**src/rtl/imem_pkg.sv**
```systemverilog
// Shared definitions for the instruction memory and its program loader.
package imem_pkg;

  localparam int unsigned IMEM_DEPTH  = 64;
  localparam int unsigned IMEM_ADDR_W = 32;
  localparam int unsigned IMEM_BYTE_W = 8;

  typedef enum logic [2:0] {
    IDLE,
    HDR,
    LOAD,
    CHK,
    DONE,
    ERROR
  } loader_state_t;

endpackage

```
**src/rtl/imem_word_packer.sv**
```systemverilog
// Packs an accepted byte stream little-endian into 32-bit words.
// Byte k of a word lands in o_word[8k+7:8k]; o_word_valid pulses the cycle
// after the fourth byte and o_word is stable during that pulse.
module imem_word_packer
  import imem_pkg::*;
(
  input  logic                   clk,
  input  logic                   rst,
  input  logic                   i_clear,
  input  logic                   i_byte_valid,
  input  logic [IMEM_BYTE_W-1:0] i_byte,
  output logic [1:0]             o_lane,
  output logic                   o_word_valid,
  output logic [31:0]            o_word
);

  logic [1:0]  r_lane;
  logic [31:0] r_word;
  logic        r_word_valid;

  // Byte-lane counter and word assembly; word_valid follows the last lane.
  always_ff @(posedge clk or posedge rst) begin
    if (rst) begin
      r_lane       <= '0;
      r_word       <= '0;
      r_word_valid <= 1'b0;
    end else begin
      r_word_valid <= i_byte_valid && (r_lane == 2'd3);
      if (i_clear) begin
        r_lane <= '0;
      end else if (i_byte_valid) begin
        r_word[{r_lane, 3'b000} +: IMEM_BYTE_W] <= i_byte;
        r_lane                                  <= r_lane + 2'd1;
      end
    end
  end

  assign o_lane       = r_lane;
  assign o_word_valid = r_word_valid;
  assign o_word       = r_word;

endmodule

```
**src/rtl/imem_program_loader.sv**
```systemverilog
// Instruction memory program loader: receives a framed byte stream
// (16-bit little-endian word count + payload), writes words into imem and
// holds the core in reset until a frame completes successfully.
// Optional trailing checksum byte: define IMEM_LOADER_CHECKSUM_EN.
module imem_program_loader
  import imem_pkg::*;
#(
  parameter int unsigned DEPTH     = IMEM_DEPTH,
  parameter logic [31:0] BASE_ADDR = 32'h0
) (
  input  logic        clk,
  input  logic        rst,
  input  logic        start,
  input  logic        s_valid,
  input  logic [7:0]  s_data,
  output logic        s_ready,
  output logic        wr_en,
  output logic [31:0] wr_addr,
  output logic [31:0] wr_data,
  output logic [15:0] word_count,
  output logic        busy,
  output logic        done,
  output logic        error,
  output logic        cpu_hold
);

  localparam logic [15:0] DEPTH_W   = 16'(DEPTH);
  localparam logic [31:0] LAST_ADDR = BASE_ADDR + 32'(4 * (DEPTH - 1));

  loader_state_t r_state;
  logic          r_s_ready;
  logic          r_hdr_hi;
  logic [7:0]    r_len_lo;
  logic [15:0]   r_len;
  logic [15:0]   r_word_count;
  logic [31:0]   r_wr_addr;
  logic          r_done;
  logic          r_error;
  logic          r_cpu_hold;
`ifdef IMEM_LOADER_CHECKSUM_EN
  logic [7:0]    r_sum;
`endif

  logic          w_accept;
  logic          w_idle_like;
  logic          w_pack_clear;
  logic          w_pack_byte;
  logic [1:0]    w_lane;
  logic          w_word_valid;
  logic [31:0]   w_word;
  logic [15:0]   w_len_rx;

  assign w_accept     = s_valid && r_s_ready;
  assign w_idle_like  = (r_state == IDLE) || (r_state == DONE) || (r_state == ERROR);
  assign w_pack_clear = start && w_idle_like;
  assign w_pack_byte  = w_accept && (r_state == LOAD);
  assign w_len_rx     = {s_data, r_len_lo};

  imem_word_packer u_packer (
    .clk          (clk),
    .rst          (rst),
    .i_clear      (w_pack_clear),
    .i_byte_valid (w_pack_byte),
    .i_byte       (s_data),
    .o_lane       (w_lane),
    .o_word_valid (w_word_valid),
    .o_word       (w_word)
  );

  // Frame sequencing, addressing, counting and registered status outputs.
  // s_ready is computed alongside the next state so it drops exactly for
  // the write cycle following each fourth payload byte.
  always_ff @(posedge clk or posedge rst) begin
    if (rst) begin
      r_state      <= IDLE;
      r_s_ready    <= 1'b0;
      r_hdr_hi     <= 1'b0;
      r_len_lo     <= '0;
      r_len        <= '0;
      r_word_count <= '0;
      r_wr_addr    <= BASE_ADDR;
      r_done       <= 1'b0;
      r_error      <= 1'b0;
      r_cpu_hold   <= 1'b1;
`ifdef IMEM_LOADER_CHECKSUM_EN
      r_sum        <= '0;
`endif
    end else begin
      case (r_state)
        IDLE, DONE, ERROR: begin
          if (start) begin
            r_state      <= HDR;
            r_s_ready    <= 1'b1;
            r_hdr_hi     <= 1'b0;
            r_len        <= '0;
            r_word_count <= '0;
            r_wr_addr    <= BASE_ADDR;
            r_done       <= 1'b0;
            r_error      <= 1'b0;
            r_cpu_hold   <= 1'b1;
`ifdef IMEM_LOADER_CHECKSUM_EN
            r_sum        <= '0;
`endif
          end
        end
        HDR: begin
          if (w_accept) begin
            if (!r_hdr_hi) begin
              r_len_lo <= s_data;
              r_hdr_hi <= 1'b1;
            end else begin
              r_len <= w_len_rx;
              if (w_len_rx == '0) begin
`ifdef IMEM_LOADER_CHECKSUM_EN
                r_state    <= CHK;
`else
                r_state    <= DONE;
                r_s_ready  <= 1'b0;
                r_done     <= 1'b1;
                r_cpu_hold <= 1'b0;
`endif
              end else if (w_len_rx > DEPTH_W) begin
                r_state   <= ERROR;
                r_s_ready <= 1'b0;
                r_error   <= 1'b1;
              end else begin
                r_state <= LOAD;
              end
            end
          end
        end
        LOAD: begin
          if (w_accept) begin
`ifdef IMEM_LOADER_CHECKSUM_EN
            r_sum <= r_sum + s_data;
`endif
            if (w_lane == 2'd3) r_s_ready <= 1'b0;
          end
          if (w_word_valid) begin
            if (r_word_count < DEPTH_W) r_word_count <= r_word_count + 16'd1;
            if (r_wr_addr < LAST_ADDR)  r_wr_addr    <= r_wr_addr + 32'd4;
            if (r_word_count + 16'd1 >= r_len) begin
`ifdef IMEM_LOADER_CHECKSUM_EN
              r_state    <= CHK;
              r_s_ready  <= 1'b1;
`else
              r_state    <= DONE;
              r_done     <= 1'b1;
              r_cpu_hold <= 1'b0;
`endif
            end else begin
              r_s_ready <= 1'b1;
            end
          end
        end
`ifdef IMEM_LOADER_CHECKSUM_EN
        CHK: begin
          if (w_accept) begin
            r_s_ready <= 1'b0;
            if (s_data == r_sum) begin
              r_state    <= DONE;
              r_done     <= 1'b1;
              r_cpu_hold <= 1'b0;
            end else begin
              r_state <= ERROR;
              r_error <= 1'b1;
            end
          end
        end
`endif
        default: begin
          r_state   <= IDLE;
          r_s_ready <= 1'b0;
        end
      endcase
    end
  end

  assign s_ready    = r_s_ready;
  assign wr_en      = w_word_valid;
  assign wr_addr    = r_wr_addr;
  assign wr_data    = w_word;
  assign word_count = r_word_count;
  assign busy       = (r_state == HDR) || (r_state == LOAD) || (r_state == CHK);
  assign done       = r_done;
  assign error      = r_error;
  assign cpu_hold   = r_cpu_hold;

endmodule

```
**config.mk**
```make
export PLATFORM = sky130hd
export DESIGN_NAME = imem_program_loader
export DESIGN_NICKNAME = d
export VERILOG_FILES = /design/src/rtl/imem_pkg.sv /design/src/rtl/imem_word_packer.sv /design/src/rtl/imem_program_loader.sv
export SDC_FILE = /design/constraint.sdc
export NUM_CORES = 1
export LEC_CHECK = 0
export ABC_AREA = 1
export BUFFER_PORTS_ARGS = -buffer_cell sky130_fd_sc_hd__buf_2
export CAP_MARGIN = 30
export CORE_ASPECT_RATIO = 1.5
export CORE_UTILIZATION = 55
export CTS_CLUSTER_SIZE = 40
export DETAILED_ROUTE_END_ITERATION = 12
export PLACE_DENSITY = 0.78
export SLEW_MARGIN = 20
export SYNTH_ARGS = -nofsm -noshare
export SYNTH_HDL_FRONTEND = slang
export SYNTH_HIERARCHICAL = 1
export SYNTH_SLANG_ARGS = --single-unit
export TNS_END_PERCENT = 10
```
**constraint.sdc**
```tcl
create_clock -name clk -period 3 [get_ports clk]
set_input_delay 0.75 -clock clk [delete_from_list [all_inputs] [get_ports clk]]
set_output_delay 0.75 -clock clk [all_outputs]
set_load 0.005 [all_outputs]
```
# Word-level counts from Yosys, hierarchy flattened
# Cells that the tools add are included.
[totals]
ff_bits = 115
in_bits = 12
out_inout_bits = 86
word_cells = 119
[op_classes]
addsub = 4
order_cmp = 4
n_eq_ne = 17
shifts = 2
muxes = 52
bitwise_logic = 2
reduce_logical = 25
[op_table]
columns = ["op", "count"]
rows = [
  ["32-bit 2-to-1 mux", 3],
  ["16-bit 2-to-1 mux", 5],
  ["16-bit case mux with 2 select lines", 2],
  ["32-bit case mux with 2 select lines", 1],
  ["32-bit by 3-bit adder with 32-bit output, second input constant", 1],
  ["32-bit bitwise mux", 1],
  ["32-bit by 8-bit less-than comparator with 1-bit output, second input constant", 1],
  ["8-bit by 7-bit variable shift with 32-bit output, first input constant", 1],
  ["8-bit by 7-bit variable part select with 32-bit output", 1],
  ["1-bit 2-to-1 mux", 25],
  ["3-bit 2-to-1 mux", 7],
  ["2-bit inequality test, second input constant", 9],
  ["16-bit by 1-bit adder with 16-bit output, second input constant", 1],
  ["16-bit greater-or-equal comparator", 1],
  ["16-bit by 7-bit greater-than comparator with 1-bit output, second input constant", 1],
  ["16-bit logical NOT", 1],
  ["16-bit by 7-bit less-than comparator with 1-bit output, second input constant", 1],
  ["4-bit AND reduction", 4],
  ["1-bit case mux with 3 select lines", 3],
  ["3-bit case mux with 3 select lines", 1],
  ["5-bit negator with 7-bit output", 1],
  ["7-bit AND reduction", 1],
  ["3-bit by 2-bit equality test with 1-bit output, second input constant", 2],
  ["3-bit equality test, second input constant", 2],
  ["other kinds (18)", 30],
]

# Longest topological paths before layout
# Gate-level depths: netlist of run 1.
[depth]
ltp_word = 6
mapped_depth = 19
mapped_depth_nobuf = 19

# Modules after synthesis
# Netlist of run 1, hierarchy kept.
[modules_own_cells]
columns = ["module", "n_inst", "cells_each", "area_per_inst_um2", "seq_area_each_um2"]
rows = [
  ["imem_program_loader", 1, 501, 4073.9, 1953.1],
  ["imem_word_packer", 1, 193, 1684.1, 875.8],
]

# Least setup slack after synthesis of run 1
# Ideal clock, no wire load.
[synth_timing]
path_kind = "register to register"
startpoint = "register r_word_count[0] (netlist: word_count[0])"
endpoint = "register r_state[1]"
setup_time_ns = 0.126
arrival_ns = 2.233
required_ns = 2.874
slack_ns = 0.641
stages_incl_launch_ff = 18
path_buffers = 0
period_less_slack_ns = 2.359
path_cell_list = "dfrtp_1 -> ha_1 -> nand3_1 -> nor2_1 -> nand3_1 -> nor3_1 -> xor2_1 -> inv_1 -> ha_1 -> nand4_1 -> nor2_1 -> nand2_1 -> inv_1 -> nand2_1 -> nand3_1 -> nand2_1 -> nand2_1 -> o21ai_0"
[synth_via]
elab_chain_cells = 4
[synth_lines]
columns = ["element", "line_no", "rtl"]
rows = [
  ["start: declaration", "imem_program_loader.sv:35", "logic [15:0] r_word_count;"],
  ["start signal: assignment", "imem_program_loader.sv:140", "if (r_word_count < DEPTH_W) r_word_count <= r_word_count + 16'd1;"],
  ["16-bit by 1-bit adder with 16-bit output", "imem_program_loader.sv:142", "if (r_word_count + 16'd1 >= r_len) begin"],
  ["16-bit greater-or-equal comparator", "imem_program_loader.sv:142", ""],
  ["2-bit inequality test (no source line)", "n/a", ""],
  ["5-bit AND reduction (no source line)", "n/a", ""],
  ["end signal: assignment", "imem_program_loader.sv:127", "r_state <= LOAD;"],
  ["end signal: assignment", "imem_program_loader.sv:147", "r_state <= DONE;"],
  ["end signal: assignment", "imem_program_loader.sv:172", "r_state <= IDLE;"],
  ["end: declaration", "imem_program_loader.sv:30", "loader_state_t r_state;"],
]
# Every way passes these cells.
# A chain may end at the register's enable or synchronous reset.

# Final worst setup path of run 1
[layout_timing]
startpoint = "register r_word_count[8] (netlist: word_count[8])"
endpoint = "register r_state[1]"
# Same word-level chain as after synthesis.

==> results.md, run 1 <==
* CP Launch Type: register
* Total track usage at ~27%
* Clock-pin slew on the worst setup and hold paths at roughly 0.050 ns
* Io pins at 98
* GPL Wtd Cong at around 0.89
* Antenna cells at 0
* Die Height at about 130 um
* Slew @ Worst Pin at between 0.6 and 0.7 ns
* Post-synthesis xor/xnor area fraction at roughly 2.4%
* Starting Density at 56.8%
* CTS buffer count at 17
* Hold_buf cts at 0
* Final hold viol count at 0
* Class of the worst hold path: input port to asynchronous set/reset pin
* CP max stage delay at approximately 0.43 ns
* Most frequent cells after synthesis: nand2_1 (187), inv_1 (113), dfrtp_1 (112)
* Cell variety after synth at 38
* Die Width at around 86 um
* Synth Area in Simple Gates at 27.3%
* Fin cells at a little over 900
* Tcrit/Tclk final at between 90% and 100%
* Placed Cells at about 900
* DRC at 0
* Via Count at 4995
* Synthesized area per cell at a little over 8 um2
* Unrepaired setup endpoints after global routing: yes
* Post-synthesis compound-gate area fraction at 6.00%
* FILL cells at between 700 and 800
* Post-synth top area cell: dfrtp_1
* Postcts setup bufs at 0
* Clk_skew at roughly 0.0065 ns
* Mapped Cells at 694
* Seq/Total Area, Yosys at between 40% and 50%
* VDD IR max at ~0.4 mV
* Final setup vio count at 0
* Worst path slowest cell: dfrtp_1
* WL final at 13800 um
* Peak fanout along the critical path at 5
* Most area-consuming cells after synthesis: dfrtp_1 (49%), nand2_1 (12%), inv_1 (7.4%)
* Vias in the first global route at approximately 5.0k
* RR Startpoint: word_count[8]$_DFFE_PP0P_
* Vias per cell at 5.37
* FF-to-FF path depth at 16
* Grt total ovfl at 0
* Post-synthesis mux area share at 0%
* Clock Root Buffer: clkbuf_16
* Post-synthesis adder-cell area fraction at under 10%
* Rel. slew slack at 54.7%
* Most common cell on crit path: nand3_1
* Crit path cell chain: nand2_1, inv_1, nand3_1, inv_1, nand3_1, nor2_1, nand3_1, xor2_1, ha_1, a21oi_1, o21ai_0, nor2_1, nand3_1, nand2_2, nand2_1, o21ai_0
* Crit path required time at about 3.3 ns
* Total chip power at approximately 4.6 mW
* Outcome: finished, final reports clean
* Worst skew pair latency at 0.41 ns
* Core ar. at 10100 um2
* Ys Warns at 6
* Initial DRT Pass Iterations at 7
* Minimum hold slack at 0.427 ns
* First-pass GRT wire length at 23000 um
* Final-report max-slew violation count at 0
* Pwr Density at roughly 660 nW/um2
* Htree depth at 4
* TritonCTS Sinks at about 110
* Main synth FF type: dfrtp_1
* Total die area at 10900 um2
* Critical Path AT at approximately 3.1 ns
* Fin nets at 835
* Iteration-0 DRC Markers at 424
* Pleak at 3.96 nW
* Clk buf depth at 2
* Post-layout util at between 60 and 70%
* R2r setup slk at between 0.15 and 0.2 ns
* Setup tns final at 0 ns
* Number of antenna violations at the first check in global routing at 0
* Most frequent cell after synthesis: nand2_1
* CP Class: register to register
* Main combinational cell family by area after synthesis: simple AND/OR/NAND/NOR gates
* Yosys reg bits at around 110
* Area growth from synthesis to layout at 20.3%
* DP HPWL at ~10000 um
* Worst Setup SP: word_count[8]$_DFFE_PP0P_
* Rows at 45
* CP endpoint kind: register
* Synth top area share at approximately 50%
* Min cycle time layout at ~2.8 ns
* FMAX at approximately 360 MHz
* CTS tree: done
* Routed Antenna Nets at 0
* Detailed-route wire length per cell at 14.9 um
* Buffers on Ports at 95
* Layout cell share with drive strength beyond 1 at between 20 and 25%
* Post-Syn Area at 5760 um2
* Ys async rst share at 100%
* Maxcap violations at 0
* EDFF count, synth at 0
* Largest net degree at the start of global routing at 36
==> final cells by class <==
| class | instances | area (um2) | share of cell area (%) |
|---|---|---|---|
| tap | 117 | 146 | 2.11 |
| clock inverter | 9 | 104 | 1.50 |
| sequential | 113 | 2830 | 40.8 |
| inverter | 123 | 467 | 6.74 |
| multi-input combinational | 445 | 2370 | 34.2 |
| timing repair buffer | 100 | 513 | 7.40 |
| clock buffer | 23 | 498 | 7.19 |
==> metal layers <==
layer / routed length [um] / track usage, % / vias to the layer above
met1: 5180 / 30.1 / 2396
met5: 0 / 0 / -
met4: 577 / 14.1 / 0
li1: - / - / 2373
met3: 663 / 6.33 / 50
met2: 7400 / 47.6 / 176
==> what timing repair did <==
item | CTS | global route
gates resized for setup | 0 | 6
endpoints found under the setup margin | 0 | 5
endpoints found under the hold margin | 0 | 0
==> through the flow <==
| stage | worst slack [ns] | cell area, um2 |
|---|---|---|
| finish | 0.198 | 6930 |
| global route | -0.0105 | 6930 |
| CTS | 0.201 | 6910 |
| detailed placement | 0.222 | 6310 |
| global placement | 0.411 | 6310 |
| floorplan | 0.257 | 5760 |
==> worst paths after layout <==
check,endpoint
setup reg to reg,r_state[1]$_DFFE_PP0P_
max in group asynchronous,cpu_hold$_DFFE_PP1P_
setup / recovery,r_state[1]$_DFFE_PP0P_
hold / removal,word_count[14]$_DFFE_PP0P_
min in group clk,cpu_hold$_DFFE_PP1P_
hold reg to reg,cpu_hold$_DFFE_PP1P_
==> registers in the layout (all words and copies together) (netlist names) <==
name / flops
cpu_hold: 1
done: 1
error: 1
r_hdr_hi: 1
r_len: 16
r_len_lo: 8
r_state: 3
s_ready: 1
u_packer/o_lane: 2
u_packer/o_word: 32
u_packer/o_word_valid: 1
word_count: 16
wr_addr: 30
==> critical path: cells and delay by family, from the launching register on <==
family / cells / cell delay, ns
fa+ha+maj: 1 / 0.32
flops: 1 / 0.43
buf+inv: 2 / 0.22
compound gates: 3 / 0.36
simple gates: 9 / 1.15
xor+xnor: 1 / 0.25
==> cells in the final DEF, fill, tap and decap left out, types with 9 or more instances in the layout <==
cell type	count
nand2_1	186
inv_1	112
dfrtp_1	111
buf_2	95
nor2_1	67
nand3_1	45
ha_1	23
clkbuf_16	17
o21ai_0	16
xor2_1	14
o22ai_1	13
o21ai_1	11
a21oi_1	11
nand4_1	10
inv_2	9
==> kinds of logic after synthesis <==
kind of cell | count (synthesis)
and+or+nand+nor | 347
adders and majority gates | 23
xor gates and xnor gates | 16
buffers and inverters | 137
DFF | 113
other | 1
AOI/OAI and AO/OA | 57
==> where the power goes <==
| part | leakage (nW) | switching [mW] | internal, mW | total [mW] |
|---|---|---|---|---|
| Sequential | 1.55 | 0.0761 | 1.64 | 1.72 |
| Combinational | 2.11 | 0.606 | 0.247 | 0.853 |
| Clock | 0.295 | 0.672 | 1.33 | 2.00 |
Note: power is estimated with default switching activity, not from simulation.
==> inputs of run 2 (changes only) <==
Settings changed: ABC_CLOCK_PERIOD_IN_PS set to 3000, CTS_BUF_LIST set to sky130_fd_sc_hd__clkbuf_8 sky130_fd_sc_hd__clkbuf_16, PLACE_DENSITY 0.78 to 0.79, SYNTH_HIERARCHICAL 1 to not set.
==> run 2 against run 1 <==
Effect of this change:
- hold slack got worse by 0.019 ns
- register-to-register slack got worse by 0.02 ns
- sequential power increased by 9%
- synthesized cell count decreased by 6.6%
- maximum frequency decreased by 0.70%
- critical endpoint unchanged
==> results.md, run 2 <==
* Outcome: finished, final reports clean
* Most common cell on crit path: nand2_1
* Clock Root Buffer: clkbuf_16
* Final setup vio count at 0
* Main synth FF type: dfrtp_1
* Clock-pin slew on the worst setup and hold paths at around 0.05 ns
* Rel. slew slack at 45.2%
* CP max stage delay at 0.39 ns
* Clk_skew at 0.00949 ns
* Total chip power at about 5.4 mW
* FMAX at about 350 MHz
* Yosys reg bits at roughly 110
* Final-report max-slew violation count at 0
* Core ar. at ~9700 um2
* DRC at 0
* Pwr Density at roughly 800 nW/um2
* Die Height at 125 um
* Grt total ovfl at 0
* Most area-consuming cells after synthesis: dfrtp_1 (51%), nand2_1 (9.1%), inv_1 (6.9%)
* Delay-heaviest family, CP: simple AND/OR/NAND/NOR gates
* Iteration-0 DRC Markers at roughly 240
* CTS tree: done
* Ys Warns at 0
* Worst Setup SP: word_count[0]$_DFFE_PP0P_
* Pleak at roughly 3.7 nW
* Synth top area share at between 50% and 60%
* CP Buf/Inv Count at 2
* Cell variety after synth at 36
* DP HPWL at around 9400 um
* Crit path cell chain: ha_2, nand2_1, nor2_2, nand2_1, nor2_1, inv_1, nor2_2, nand3_2, o21ai_0, nand2_1, ha_1, nand2_1, o21ai_0, a21oi_2, nand3_2, buf_4, a31oi_1
* VDD IR max at around 0.66 mV
* Total track usage at 27.3%
* Via Count at between 4k and 5k
* Antenna cells at 0
* Number of antenna violations at the first check in global routing at 0
* Crit path required time at 3.32 ns
* Min cycle time layout at 2.82 ns
* Starting Density at between 50% and 60%
* WL final at between 10000 and 15000 um
* EDFF count, synth at 0
* Vias in the first global route at 4890
* GPL Wtd Cong at between 0.8 and 0.9
* Largest net degree at the start of global routing at 64
* CP Class: register to register
* Fin nets at between 700 and 800
* Most frequent cell after synthesis: nand2_1
* Hold_buf cts at 0
* First-pass GRT wire length at roughly 23000 um
* Mapped Cells at 648
* Clk buf depth at 2
* Setup ws final at 0.179 ns
* Htree depth at 4
* Worst skew pair latency at 0.41 ns
* Seq/Total Area, Yosys at about 51%
* Post-synth top area cell: dfrtp_1
* CP Launch Type: register
* Most frequent cells after synthesis: nand2_1 (134), dfrtp_1 (112), inv_1 (102)
* Buffers on Ports at 95
* Total die area at approximately 10000 um2
* Fin cells at a little under 900
* Most common cell after layout, fill and taps aside: nand2_1
* Area growth from synthesis to layout at 22.4%
* Rows at 44
* Worst path slowest cell: dfrtp_1
* CP endpoint kind: register
* Ys async rst share at 100%
* Setup tns final at 0 ns
* Routed Antenna Nets at 0
* Maxcap violations at 0
* Most frequent cells in the layout: nand2_1 (134), dfrtp_1 (112), inv_1 (103)
* Synthesized area per cell at 8.51 um2
* TritonCTS Sinks at between 100 and 150
* RR Startpoint: word_count[0]$_DFFE_PP0P_
* R2r setup slk at around 0.18 ns
* Placed Cells at approximately 840
* Layout cell share with drive strength beyond 1 at between 20% and 30%
* Vias per cell at approximately 5.5
* CTS buffer count at 17
* Tcrit/Tclk final at between 90% and 100%
* Initial DRT Pass Iterations at 5
* Post-Syn Area at between 5000 and 6000 um2
* Detailed-route wire length per cell at approximately 16 um
* Peak fanout along the critical path at 5
* Io pins at 98
* Critical Path AT at approximately 3.2 ns
* Slew @ Worst Pin at between 0.8 and 0.9 ns
* Final hold viol count at 0
* Class of the worst hold path: input port to asynchronous set/reset pin
* Die Width at 83.8 um
* Pre-CTS WS at -0.0399 ns
* Largest register FFs at 32
## run 2: changes by cell type in the layout (fill, tap and decap cells not counted), moves of 7 or more
cell,previous run,this run
a21oi_1,11,34
nand3_1,45,33
nand2_1,186,134
inv_1,112,103
nand4_1,10,19
o21ai_0,16,54
xor2_1,14,7
nor2_1,67,26
## run 2: cell families (layout without fill, tap and decap cells)
kind of cell | Yosys count | count (layout) | share of synthesized area (%)
AND/OR/NAND/NOR | 247 | 247 | 20.2
buffers and inverters | 128 | 242 | 9.51
AO/OA/AOI/OAI | 126 | 126 | 12.0
flip-flops | 113 | 113 | 51.3
adder cells (fa/ha/maj) | 24 | 24 | 5.44
XOR/XNOR | 9 | 9 | 1.43
other | 1 | 2 | 0.0680
## run 2: worst paths after layout
kind	endpoint	depth (start not counted)
worst max-delay path	r_state[1]$_DFFE_PP0P_	17
worst min-delay path	u_packer.o_word[6]$_DFFE_PP0P_	2
worst max register to register	r_state[1]$_DFFE_PP0P_	17
worst min register to register	cpu_hold$_DFFE_PP1P_	2
max in group asynchronous	wr_addr[16]$_DFFE_PP0P_	3
min in group clk	cpu_hold$_DFFE_PP1P_	2
## run 2: area by class of cell
| class | count | area [um2] |
|---|---|---|
| timing repair buffer | 101 | 533 |
| sequential | 113 | 2830 |
| inverter | 109 | 413 |
| clock buffer | 20 | 467 |
| fill | 744 | 2940 |
| clock inverter | 12 | 164 |
| tap | 115 | 144 |
| multi-input combinational | 408 | 2200 |
## run 2: power by group
part	total, mW	switching (mW)	internal (mW)	leakage, nW
sequential	1.87	0.150	1.72	1.55
clock	2.12	0.679	1.44	0.318
combinational	1.43	1.04	0.393	1.83
## run 2: timing repair
action,CTS,global route
resized for setup,0,9
pin swaps,0,3
endpoints found under the setup margin,3,6
buffers inserted,1,2
## run 2: routing by layer
layer | up-vias | global-route usage [%] | share of wire, %
met5 | - | 0 | 0
met4 | 0 | 13.0 | 3.4
met3 | 46 | 6.49 | 4.2
met2 | 152 | 47.8 | 53
met1 | 2347 | 30.9 | 39
li1 | 2306 | - | -
## run 2: through the flow
| stage | area [um2] | hold WS [ns] | utilization, % |
|---|---|---|---|
| 2_1_floorplan | 5520 | 0.453 | - |
| 3_3_place_gp | 6060 | 0.462 | 62.6 |
| 3_5_place_dp | 6060 | 0.463 | 62.6 |
| 4_1_cts | 6700 | 0.417 | 69.2 |
| 5_1_grt | 6750 | 0.458 | 69.7 |
| 6_report | 6750 | 0.408 | 69.7 |
==> inputs of run 3 (changes only) <==
Settings changed: ABC_AREA 1 to 0, MAX_ROUTING_LAYER set to met4, REMOVE_ABC_BUFFERS set to 1.
==> run 3 against run 2 <==
Effect of this change:
- clock power rose by 15%
- critical path depth is 3 lower
- wire length shrank 7.9%
- sequential power is 5% lower
- hold slack worse by 0.19 ns
- critical endpoint unchanged
- largest power group unchanged
- combinational power decreased by 47%
==> results.md, run 3 <==
* Final-report max-slew violation count at 0
* Post-Syn Area at 5340 um2
* FMAX at around 370 MHz
* Most common cell after layout, fill and taps aside: nand2_1
* Peak fanout along the critical path at 5
* Min cycle time layout at between 2 and 3 ns
* CTS buffer count at 17
* Routed Antenna Nets at 0
* Rel. slew slack at around 43%
* Critical Path AT at a little over 3 ns
* Vias per cell at around 5.7
* Crit path cell chain: ha_2, and3_2, and3_2, nand2_1, nor2_2, nand2_1, xnor2_1, ha_1, nand2_1, nor2_1, nand2_1, o21ai_2, nand2_1, a22o_1
* Delay-heaviest family, CP: simple AND/OR/NAND/NOR gates
* Pwr Density at 741 nW/um2
* Clock Root Buffer: clkbuf_16
* Most area-consuming cells after synthesis: dfrtp_1 (52%), nand2_1 (8.0%), o21ai_0 (6.1%)
* Slew @ Worst Pin at 0.853 ns
* Iteration-0 DRC Markers at between 200 and 300
* CP endpoint kind: register
* Clk_skew at 0.00615 ns
* WL final at around 13000 um
* RR Startpoint: word_count[1]$_DFFE_PP0P_
* Worst Setup SP: word_count[1]$_DFFE_PP0P_
* Die Width at 82.5 um
* FF-to-FF path depth at 14
* Synth top area share at between 50% and 60%
* Die Height at between 100 and 150 um
* R2r setup slk at 0.27 ns
* Most frequent cells in the layout: nand2_1 (114), dfrtp_1 (110), buf_2 (95)
* Ys async rst share at 100%
* Cell variety after synth at approximately 50
* Fin nets at ~690
* Core ar. at approximately 9400 um2
* Largest net degree at the start of global routing at 66
* Mapped Cells at 550
* Area growth from synthesis to layout at 25.5%
* DP HPWL at 8640 um
* Minimum hold slack at 0.216 ns
* Maxcap violations at 0
* VDD IR max at 0.684 mV
* EDFF count, synth at 0
* Buffers on Ports at 95
* Htree depth at 4
* Total track usage at between 20% and 30%
* Grt total ovfl at 0
* Critical R2R Capture: r_state[1]$_DFFE_PP0P_
* Initial DRT Pass Iterations at 4
* CP Buf/Inv Count at 0
* Layout cell share with drive strength beyond 1 at between 20% and 30%
* Most frequent cell after synthesis: nand2_1
* Pleak at 3.42 nW
* TritonCTS Sinks at roughly 110
* Main synth FF type: dfrtp_1
* Number of antenna violations at the first check in global routing at 0
* Final setup vio count at 0
* Tcrit/Tclk final at 91.1%
* First-pass GRT wire length at around 20000 um
* Most common cell on crit path: nand2_1
* Crit path required time at approximately 3.3 ns
* Io pins at 98
* GPL Wtd Cong at roughly 0.86
* Class of the worst hold path: input port to asynchronous set/reset pin
* Via Count at between 4k and 5k
* Final instance area at roughly 6700 um2
* DRC at 0
* Final hold viol count at 0
* Clock-pin slew on the worst setup and hold paths at 0.05 ns
* Detailed-route wire length per cell at about 16 um
* Worst path slowest cell: dfrtp_1
* CP max stage delay at approximately 0.40 ns
* Post-synth top area cell: dfrtp_1
* Most frequent cells after synthesis: nand2_1 (114), dfrtp_1 (112), o21ai_0 (65)
* Clk buf depth at 2
* Worst skew pair latency at between 0.4 and 0.5 ns
* Outcome: finished, final reports clean
* Starting Density at between 50% and 60%
* Vias in the first global route at roughly 4.3k
* Synthesized area per cell at 9.71 um2
* DP Area at 5940 um2
* CP Class: register to register
* Ys Warns at 0
* CTS tree: done
* Antenna cells at 0
* Largest register FFs at 32
* Seq/Total Area, Yosys at a little over half
* Rows at 43
* CP Launch Type: register
* Total chip power at approximately 5.0 mW
* Total die area at approximately 10000 um2
* Yosys reg bits at about 110
==> run 3: cell count changes after synthesis, sizes merged, moves of 10 or more <==
cell   previous run  this run
nand3            36        17
o22ai            15         1
nand2           136       114
nor2b             0        11
a21oi            35        13
nor2             36        26
and2              0        21
nand4            20         5
nor4              3        13
inv             107        24
mux2              0        10
==> run 3: per-layer routing <==
layer  share of wire [%]  track usage [%]  vias up  wire length [um]
li1                    -                -     2094                 -
met1                  40             31.8     2176              5040
met2                  51             45.6      154              6460
met3                 5.5             6.77       35               692
met4                 2.8             11.8        0               354
met5                   0                -        -                 0
==> run 3: worst max path at each step <==
stage                             end  slack (ns)  cells past startpoint
4_1_cts              done$_DFFE_PP0P_        0.05                     14
5_1_grt           s_ready$_DFFE_PP0P_      -0.002                     14
2_1_floorplan        done$_DFFE_PP0P_       -0.74                      1
6_report       r_state[1]$_DFFE_PP0P_        0.27                     14
3_3_place_gp     cpu_hold$_DFFE_PP1P_        0.13                     14
3_5_place_dp     cpu_hold$_DFFE_PP1P_      -0.007                     14
==> run 3: kinds of logic after synthesis <==
group	Yosys count	synth area share, %
simple gates	237	21.5
flops	113	53.0
compound gates	105	11.5
buf+inv	42	3.19
fa+ha+maj	24	5.62
xor+xnor	17	2.79
mux	11	2.30
other cells	1	0.0702
==> run 3: power breakdown <==
group          switching (mW)  internal, mW  leakage, nW
Combinational           0.483         0.271         1.52
Sequential              0.123          1.66         1.54
Clock                   0.681          1.75        0.354
Total                    1.29          3.68         3.42
==> run 3: worst register-to-register path, stage by stage, from the launching register on <==
cell,delay (ns)
dfrtp_1,0.40
ha_2,0.23
and3_2,0.23
and3_2,0.24
nand2_1,0.09
nor2_2,0.15
nand2_1,0.08
xnor2_1,0.14
ha_1,0.28
nand2_1,0.05
nor2_1,0.12
nand2_1,0.08
o21ai_2,0.21
nand2_1,0.08
a22o_1,0.23
==> run 3: stage by stage <==
stage / setup TNS [ns] / utilization (%) / cells / worst slack (ns)
final: 0 / 71.6 / 781 / 0.266
after global routing: -0.00200 / 71.6 / 781 / -0.00200
after global placement: 0 / 63.5 / 746 / 0.133
after detailed placement: -0.00728 / 63.5 / 746 / -0.00728
after floorplan: -82.40 / - / 533 / -0.736
after CTS: 0 / 71.2 / 778 / 0.0489
==> run 3: what timing repair did <==
action	CTS	global route
endpoints found under the setup margin	3	5
buffers inserted	0	2
hold buffers	0	0
resized for setup	1	11
==> run 3: final cells by class <==
class,instances,area [um2]
Multi-Input combinational cell,396,2370
Fill cell,679,2660
Sequential cell,113,2830
Inverter,24,92.6
Timing Repair Buffer,104,553
Clock buffer,22,494
Clock inverter,10,226
Tap cell,112,140
